[src/rtl/game_pkg.sv]
// rtl/game_pkg.sv - shared game widths, playfield border and shot FSM encoding
package game_pkg;

  localparam int COORD_W = 11;
  localparam int RGB_W   = 12;
  localparam int Y_TOP   = 16;

  typedef enum logic [1:0] {
    ST_IDLE     = 2'd0,
    ST_FLYING   = 2'd1,
    ST_COOLDOWN = 2'd2
  } shot_state_e;

endpackage

[src/rtl/button_edge_sync.sv]
// rtl/button_edge_sync.sv - two-flop synchronizer with rising-edge pulse for a raw button
module button_edge_sync (
  input  logic clk,
  input  logic reset_n,
  input  logic btn_in,
  output logic btn_rise
);

  logic sync1_q, sync1_d;
  logic sync2_q, sync2_d;
  logic prev_q, prev_d;

  always_comb begin
    sync1_d = btn_in;
    sync2_d = sync1_q;
    prev_d  = sync2_q;
  end

  always_ff @(posedge clk or negedge reset_n) begin
    if (!reset_n) begin
      sync1_q <= 1'b0;
      sync2_q <= 1'b0;
      prev_q  <= 1'b0;
    end else begin
      sync1_q <= sync1_d;
      sync2_q <= sync2_d;
      prev_q  <= prev_d;
    end
  end

  assign btn_rise = sync2_q & ~prev_q;

endmodule

[src/rtl/player_shot_controller.sv]
// rtl/player_shot_controller.sv - single player shot: launch, upward flight, cooldown and pixel draw
module player_shot_controller
  import game_pkg::*;
#(
  parameter int               SHOT_W        = 2,
  parameter int               SHOT_H        = 8,
  parameter int               SHOT_VELOCITY = 4,
  parameter int               MOVE_INTERVAL = 200000,
  parameter int               COOLDOWN      = 5000000,
  parameter int               Y_TOP         = game_pkg::Y_TOP,
  parameter logic [RGB_W-1:0] SHOT_COLOR    = 12'hFF0
) (
  input  logic               clk,
  input  logic               reset_n,
  input  logic               pause,
  input  logic               fire,
  input  logic [COORD_W-1:0] player_x,
  input  logic [COORD_W-1:0] player_y,
  input  logic               shot_hit,
  input  logic [COORD_W-1:0] pixel_x,
  input  logic [COORD_W-1:0] pixel_y,
  output logic               shot_active,
  output logic [COORD_W-1:0] shot_x,
  output logic [COORD_W-1:0] shot_y,
  output logic               shot_on,
  output logic [RGB_W-1:0]   shot_rgb,
  output logic [7:0]         shots_fired
);

  localparam int MV_W = ($clog2(MOVE_INTERVAL) < 1) ? 1 : $clog2(MOVE_INTERVAL);
  localparam int CD_W = ($clog2(COOLDOWN) < 1) ? 1 : $clog2(COOLDOWN);
  localparam int CW1  = COORD_W + 1;

  localparam logic [MV_W-1:0]    MV_LAST  = MV_W'(MOVE_INTERVAL - 1);
  localparam logic [CD_W-1:0]    CD_LAST  = CD_W'(COOLDOWN - 1);
  localparam logic [CW1-1:0]     MISS_LIM = CW1'(Y_TOP + SHOT_VELOCITY);
  localparam logic [COORD_W-1:0] VEL      = COORD_W'(SHOT_VELOCITY);
  localparam logic [COORD_W-1:0] SH_H     = COORD_W'(SHOT_H);
  localparam logic [CW1-1:0]     SH_W_EXT = CW1'(SHOT_W);
  localparam logic [CW1-1:0]     SH_H_EXT = CW1'(SHOT_H);

  shot_state_e        state_q, state_d;
  logic [MV_W-1:0]    move_cnt_q, move_cnt_d;
  logic [CD_W-1:0]    cd_cnt_q, cd_cnt_d;
  logic [COORD_W-1:0] shot_x_q, shot_x_d;
  logic [COORD_W-1:0] shot_y_q, shot_y_d;
  logic [7:0]         shots_fired_q, shots_fired_d;
  logic               shot_on_q, shot_on_d;
  logic [RGB_W-1:0]   shot_rgb_q, shot_rgb_d;
  logic               fire_req;

  button_edge_sync u_fire_sync (
    .clk      (clk),
    .reset_n  (reset_n),
    .btn_in   (fire),
    .btn_rise (fire_req)
  );

  always_ff @(posedge clk or negedge reset_n) begin
    if (!reset_n) begin
      state_q       <= ST_IDLE;
      move_cnt_q    <= '0;
      cd_cnt_q      <= '0;
      shot_x_q      <= '0;
      shot_y_q      <= '0;
      shots_fired_q <= '0;
      shot_on_q     <= 1'b0;
      shot_rgb_q    <= '0;
    end else begin
      state_q       <= state_d;
      move_cnt_q    <= move_cnt_d;
      cd_cnt_q      <= cd_cnt_d;
      shot_x_q      <= shot_x_d;
      shot_y_q      <= shot_y_d;
      shots_fired_q <= shots_fired_d;
      shot_on_q     <= shot_on_d;
      shot_rgb_q    <= shot_rgb_d;
    end
  end

  // Pause freezes everything here; requests seen while paused are simply lost.
  always_comb begin
    state_d       = state_q;
    move_cnt_d    = move_cnt_q;
    cd_cnt_d      = cd_cnt_q;
    shot_x_d      = shot_x_q;
    shot_y_d      = shot_y_q;
    shots_fired_d = shots_fired_q;
    if (!pause) begin
      case (state_q)
        ST_IDLE: begin
          if (fire_req) begin
            state_d    = ST_FLYING;
            shot_x_d   = player_x;
            shot_y_d   = (player_y < SH_H) ? '0 : player_y - SH_H;
            move_cnt_d = '0;
            if (shots_fired_q != 8'hFF) begin
              shots_fired_d = shots_fired_q + 8'd1;
            end
          end
        end
        ST_FLYING: begin
          if (shot_hit) begin
            state_d  = ST_COOLDOWN;
            cd_cnt_d = '0;
          end else if (move_cnt_q == MV_LAST) begin
            move_cnt_d = '0;
            if ({1'b0, shot_y_q} < MISS_LIM) begin
              state_d  = ST_COOLDOWN;
              cd_cnt_d = '0;
            end else begin
              shot_y_d = shot_y_q - VEL;
            end
          end else begin
            move_cnt_d = move_cnt_q + MV_W'(1);
          end
        end
        ST_COOLDOWN: begin
          if (cd_cnt_q == CD_LAST) begin
            state_d  = ST_IDLE;
            cd_cnt_d = '0;
          end else begin
            cd_cnt_d = cd_cnt_q + CD_W'(1);
          end
        end
        default: state_d = ST_IDLE;
      endcase
    end
  end

  // Bounds are widened by one bit so a shot near the right/bottom edge cannot wrap.
  always_comb begin
    shot_active = (state_q == ST_FLYING);
    shot_on_d   = shot_active
                  && ({1'b0, pixel_x} >= {1'b0, shot_x_q})
                  && ({1'b0, pixel_x} <  ({1'b0, shot_x_q} + SH_W_EXT))
                  && ({1'b0, pixel_y} >= {1'b0, shot_y_q})
                  && ({1'b0, pixel_y} <  ({1'b0, shot_y_q} + SH_H_EXT));
    shot_rgb_d  = shot_on_d ? SHOT_COLOR : '0;
  end

  assign shot_x      = shot_x_q;
  assign shot_y      = shot_y_q;
  assign shot_on     = shot_on_q;
  assign shot_rgb    = shot_rgb_q;
  assign shots_fired = shots_fired_q;

endmodule
[config.mk]
export PLATFORM = sky130hd
export DESIGN_NAME = player_shot_controller
export DESIGN_NICKNAME = d
export VERILOG_FILES = /design/src/rtl/game_pkg.sv /design/src/rtl/button_edge_sync.sv /design/src/rtl/player_shot_controller.sv
export SDC_FILE = /design/constraint.sdc
export NUM_CORES = 1
export LEC_CHECK = 0
export ABC_AREA = 1
export CORE_AREA = 4 4 108 110
export CTS_BUF_LIST = sky130_fd_sc_hd__clkbuf_2 sky130_fd_sc_hd__clkbuf_4 sky130_fd_sc_hd__clkbuf_8
export DETAILED_ROUTE_END_ITERATION = 7
export DIE_AREA = 0 0 112 114
export GPL_TIMING_DRIVEN = 1
export PLACE_DENSITY_LB_ADDON = 0.05
export SKIP_CTS_REPAIR_TIMING = 1
export SLEW_MARGIN = 0
export SYNTH_ARGS = -nofsm -noshare
export SYNTH_HDL_FRONTEND = slang
export SYNTH_SLANG_ARGS = --single-unit
[constraint.sdc]
create_clock -name clk -period 2.4 [get_ports clk]
set_input_delay 0.24 -clock clk [delete_from_list [all_inputs] [get_ports clk]]
set_output_delay 0.24 -clock clk [all_outputs]
set_load 0.01 [all_outputs]
==> impl_results.md <==
* Commonest register cell after synthesis: dfrtp_1
* Die Span X at 112 um
* Final ANT Viol Nets at 0
* Antenna cells at 0
* Endpoints failing setup at 0
* Synth top area share at 0.327
* Final WS setup at 0.182 ns
* Asr flop ratio synth at 1.00
* Worst Setup End Kind: flop
* PD cells at 838 nW/um^2
* Largest net degree at the start of global routing at 43
* Final Hold Violating Endpoints at 0
* VDD IR-drop max at 0.000543 V
* Startpoint Class: flop
* Post-DP HPWL at 11.7 mm
* Pre-antenna DRT Iters at 5
* Clk root buf: clkbuf_8
* DR vias/cell at 5.19
* Post-route setup TNS at 0 ns
* Initial antenna violation count at 0
* Clock Latency Late Sink at 0.37 ns
* Max cap viols at 0
* Synth area leader: dfrtp_1
* Crit-path cells: ha_1, nand3_1, nor2_1, xor2_1, ha_1, a21oi_1, o21ai_0, o21ai_0, nand2_1, nor2_1
* Via count at 5579
* FF+latch count, synth at 77
* Area of the multi-input gates at 3410 sq um
* Synth Instances at 841
* Num CTS Buffers at 9
* Max incr delay on CP at 0.42 ns
* Total gr overflow at 0
* Slew headroom at 0.526
* First-pass GRT wire length at 24.5 mm
* Placeable Area at 10700 sq um
* Clock Sinks at 77
* Slowest library cell on the worst path: dfrtp_1
* Mean Syn Cell Area at 7.01 sq um
* Nets@finish at 1031
* Top-level port count at 93
* Worst clock skew at 0.0129 ns
* Height of the die at 114 um
* Clock Path Buffers at 2
* Die area at 12800 sq um
* Clock transition at path regs at 0.10 ns
* F_max at 0.451 GHz
* Placed inst area at 6860 sq um
* CP Data Required Time at 2.70 ns
* Post-layout min period at 2.22 ns
* DRT iter0 DRCs at 235
* Num rows at 38
* Slew @ Worst Pin at 0.705 ns
* Post-Syn Area at 5890 sq um
* WL/cell at 13.6 um
* Synth cell types at 35
* Worst endpoint data arrival time at 2.52 ns
* Layout cells sized above 1 at 0.0503
* CTS tree: done
* IO buf count at 88
* Routability Congestion at 0.926
* Status: finished, final reports clean
* Detailed-route DRC error count at 0
* Area delta synth->final at 19.9%
* Static Leak at 3.36 nW
* Yosys warns at 0
* Fill cells at 982
* Unrepaired setup endpoints after global routing: false
* Pins Over Slew Limit at 0
* CP Max Fanout at 4
* Total GRT Usage at 0.233
* Register area at 1930 sq um
* Hold Path Class: in -> reg
* H-tree depth at 3
* Finished Cell Area at 7060 sq um
* Vias in the first global route at 5284
* Initial Utilization at 0.551
* Setup CP Type: reg -> reg
* Number of synthesized flops with an enable pin at 0
* Seq/Total Area, Yosys at 0.327
* Synth area leaders: dfrtp_1, nand2_1, ha_1, inv_1, nor2_1
* WL final at 14.6 mm
* Pre-CTS WS at 0.179 ns
* Crit share post-route at 0.924
cell families (layout without fill, tap and decap cells):
group,after synthesis,after routing,synth area share
and+or+nand+nor,457,457,0.327
buffers and inverters,129,219,0.0977
AOI/OAI and AO/OA,86,86,0.0788
DFF,77,77,0.327
adders and majority gates,53,53,0.113
xor gates and xnor gates,38,38,0.0565
other,1,4,0.000636
worst max-delay path, delay by kind of cell (launching register included):
kind | cells | cell delay, ns
adders and majority gates | 2 | 0.48
AOI/OAI and AO/OA | 3 | 0.49
DFF | 1 | 0.42
xor gates and xnor gates | 1 | 0.18
and+or+nand+nor | 4 | 0.59
worst paths after layout:
check	to	cells past startpoint	start	slack, ns
worst max register to register	shot_rgb[10]$_DFF_PN0_	10	shot_x[1]$_DFFE_PN0P_	0.18
max in group asynchronous	move_cnt_q[10]$_DFFE_PN0P_	3	reset_n	1.41
worst max-delay path	shot_rgb[10]$_DFF_PN0_	10	shot_x[1]$_DFFE_PN0P_	0.18
worst min register to register	u_fire_sync.prev_d$_DFF_PN0_	0	u_fire_sync.sync1_q$_DFF_PN0_	0.38
worst min-delay path	u_fire_sync.sync1_q$_DFF_PN0_	1	fire	0.30
min in group asynchronous	cd_cnt_q[3]$_DFFE_PN0P_	2	reset_n	0.38
cells in the mapped netlist (4+ instances only):
master / n
nand2_1: 257
inv_1: 98
nor2_1: 90
dfrtp_1: 77
nand3_1: 61
ha_1: 53
o21ai_0: 49
xor2_1: 30
a21oi_1: 27
nand4_1: 23
buf_4: 16
nor3_1: 8
xnor2_1: 8
nand2_2: 5
buf_6: 4
clkbuf_1: 4
inv_2: 4
placed cells by master (no fill, tap or decap), drive strengths merged:
cell type        n
nor2b            1
o21a             1
or2              1
xnor2            8
clkdlybuf4s50   87
o21bai           3
dfrtp           77
o22ai            1
nand4           23
xor2            30
buf             11
nor3             8
clkinvlp         2
nand3           63
nor3b            2
dlygate4sd3      1
nor2            95
ha              53
conb             4
o31ai            1
nand2          262
clkbuf           9
o21ai           51
clkinv           3
a21boi           2
nand3b           1
nor4             1
a21oi           27
inv            106
power breakdown:
group / internal, mW / total, mW / switching (mW)
clock network: 0.399 / 0.974 / 0.575
logic: 1.31 / 3.02 / 1.71
registers: 1.56 / 1.92 / 0.363
total: 3.27 / 5.92 / 2.65
final cells by class:
type / count / share of cell area
multi-input cells: 638 / 0.482
flip-flops and latches: 77 / 0.273
repair buffers: 99 / 0.138
inverters: 104 / 0.0553
well taps: 140 / 0.0248
clock buffers: 9 / 0.0175
clock inverters: 7 / 0.00904
state kept, by name, indices dropped and copies added, names as in the netlist:
signal and flops:
cd_cnt_q 23, move_cnt_q 18, shot_x 11, shot_y 11, shots_fired 8, state_q 2
shot_rgb 1, u_fire_sync.prev_d 1, u_fire_sync.prev_q 1, u_fire_sync.sync1_q 1
per-stage QoR:
step                power [mW]  utilization  instances  hold slack [ns]
floorplan                 3.83            -        844          -0.0556
global placement          4.81        0.641       1057            0.253
global route              6.43        0.660       1074            0.293
finish                    5.92        0.660       1074            0.299
detailed placement        4.95        0.641       1057            0.256
CTS                       5.95        0.659       1073           -0.152
routing by layer:
metal,track usage,up-vias,share of wire
met5,0,-,0
met4,0.0673,0,0.013
met3,0.0318,16,0.040
met2,0.407,114,0.48
met1,0.303,2599,0.46
li1,-,2850,-
Power figures use the tool's default switching activity.
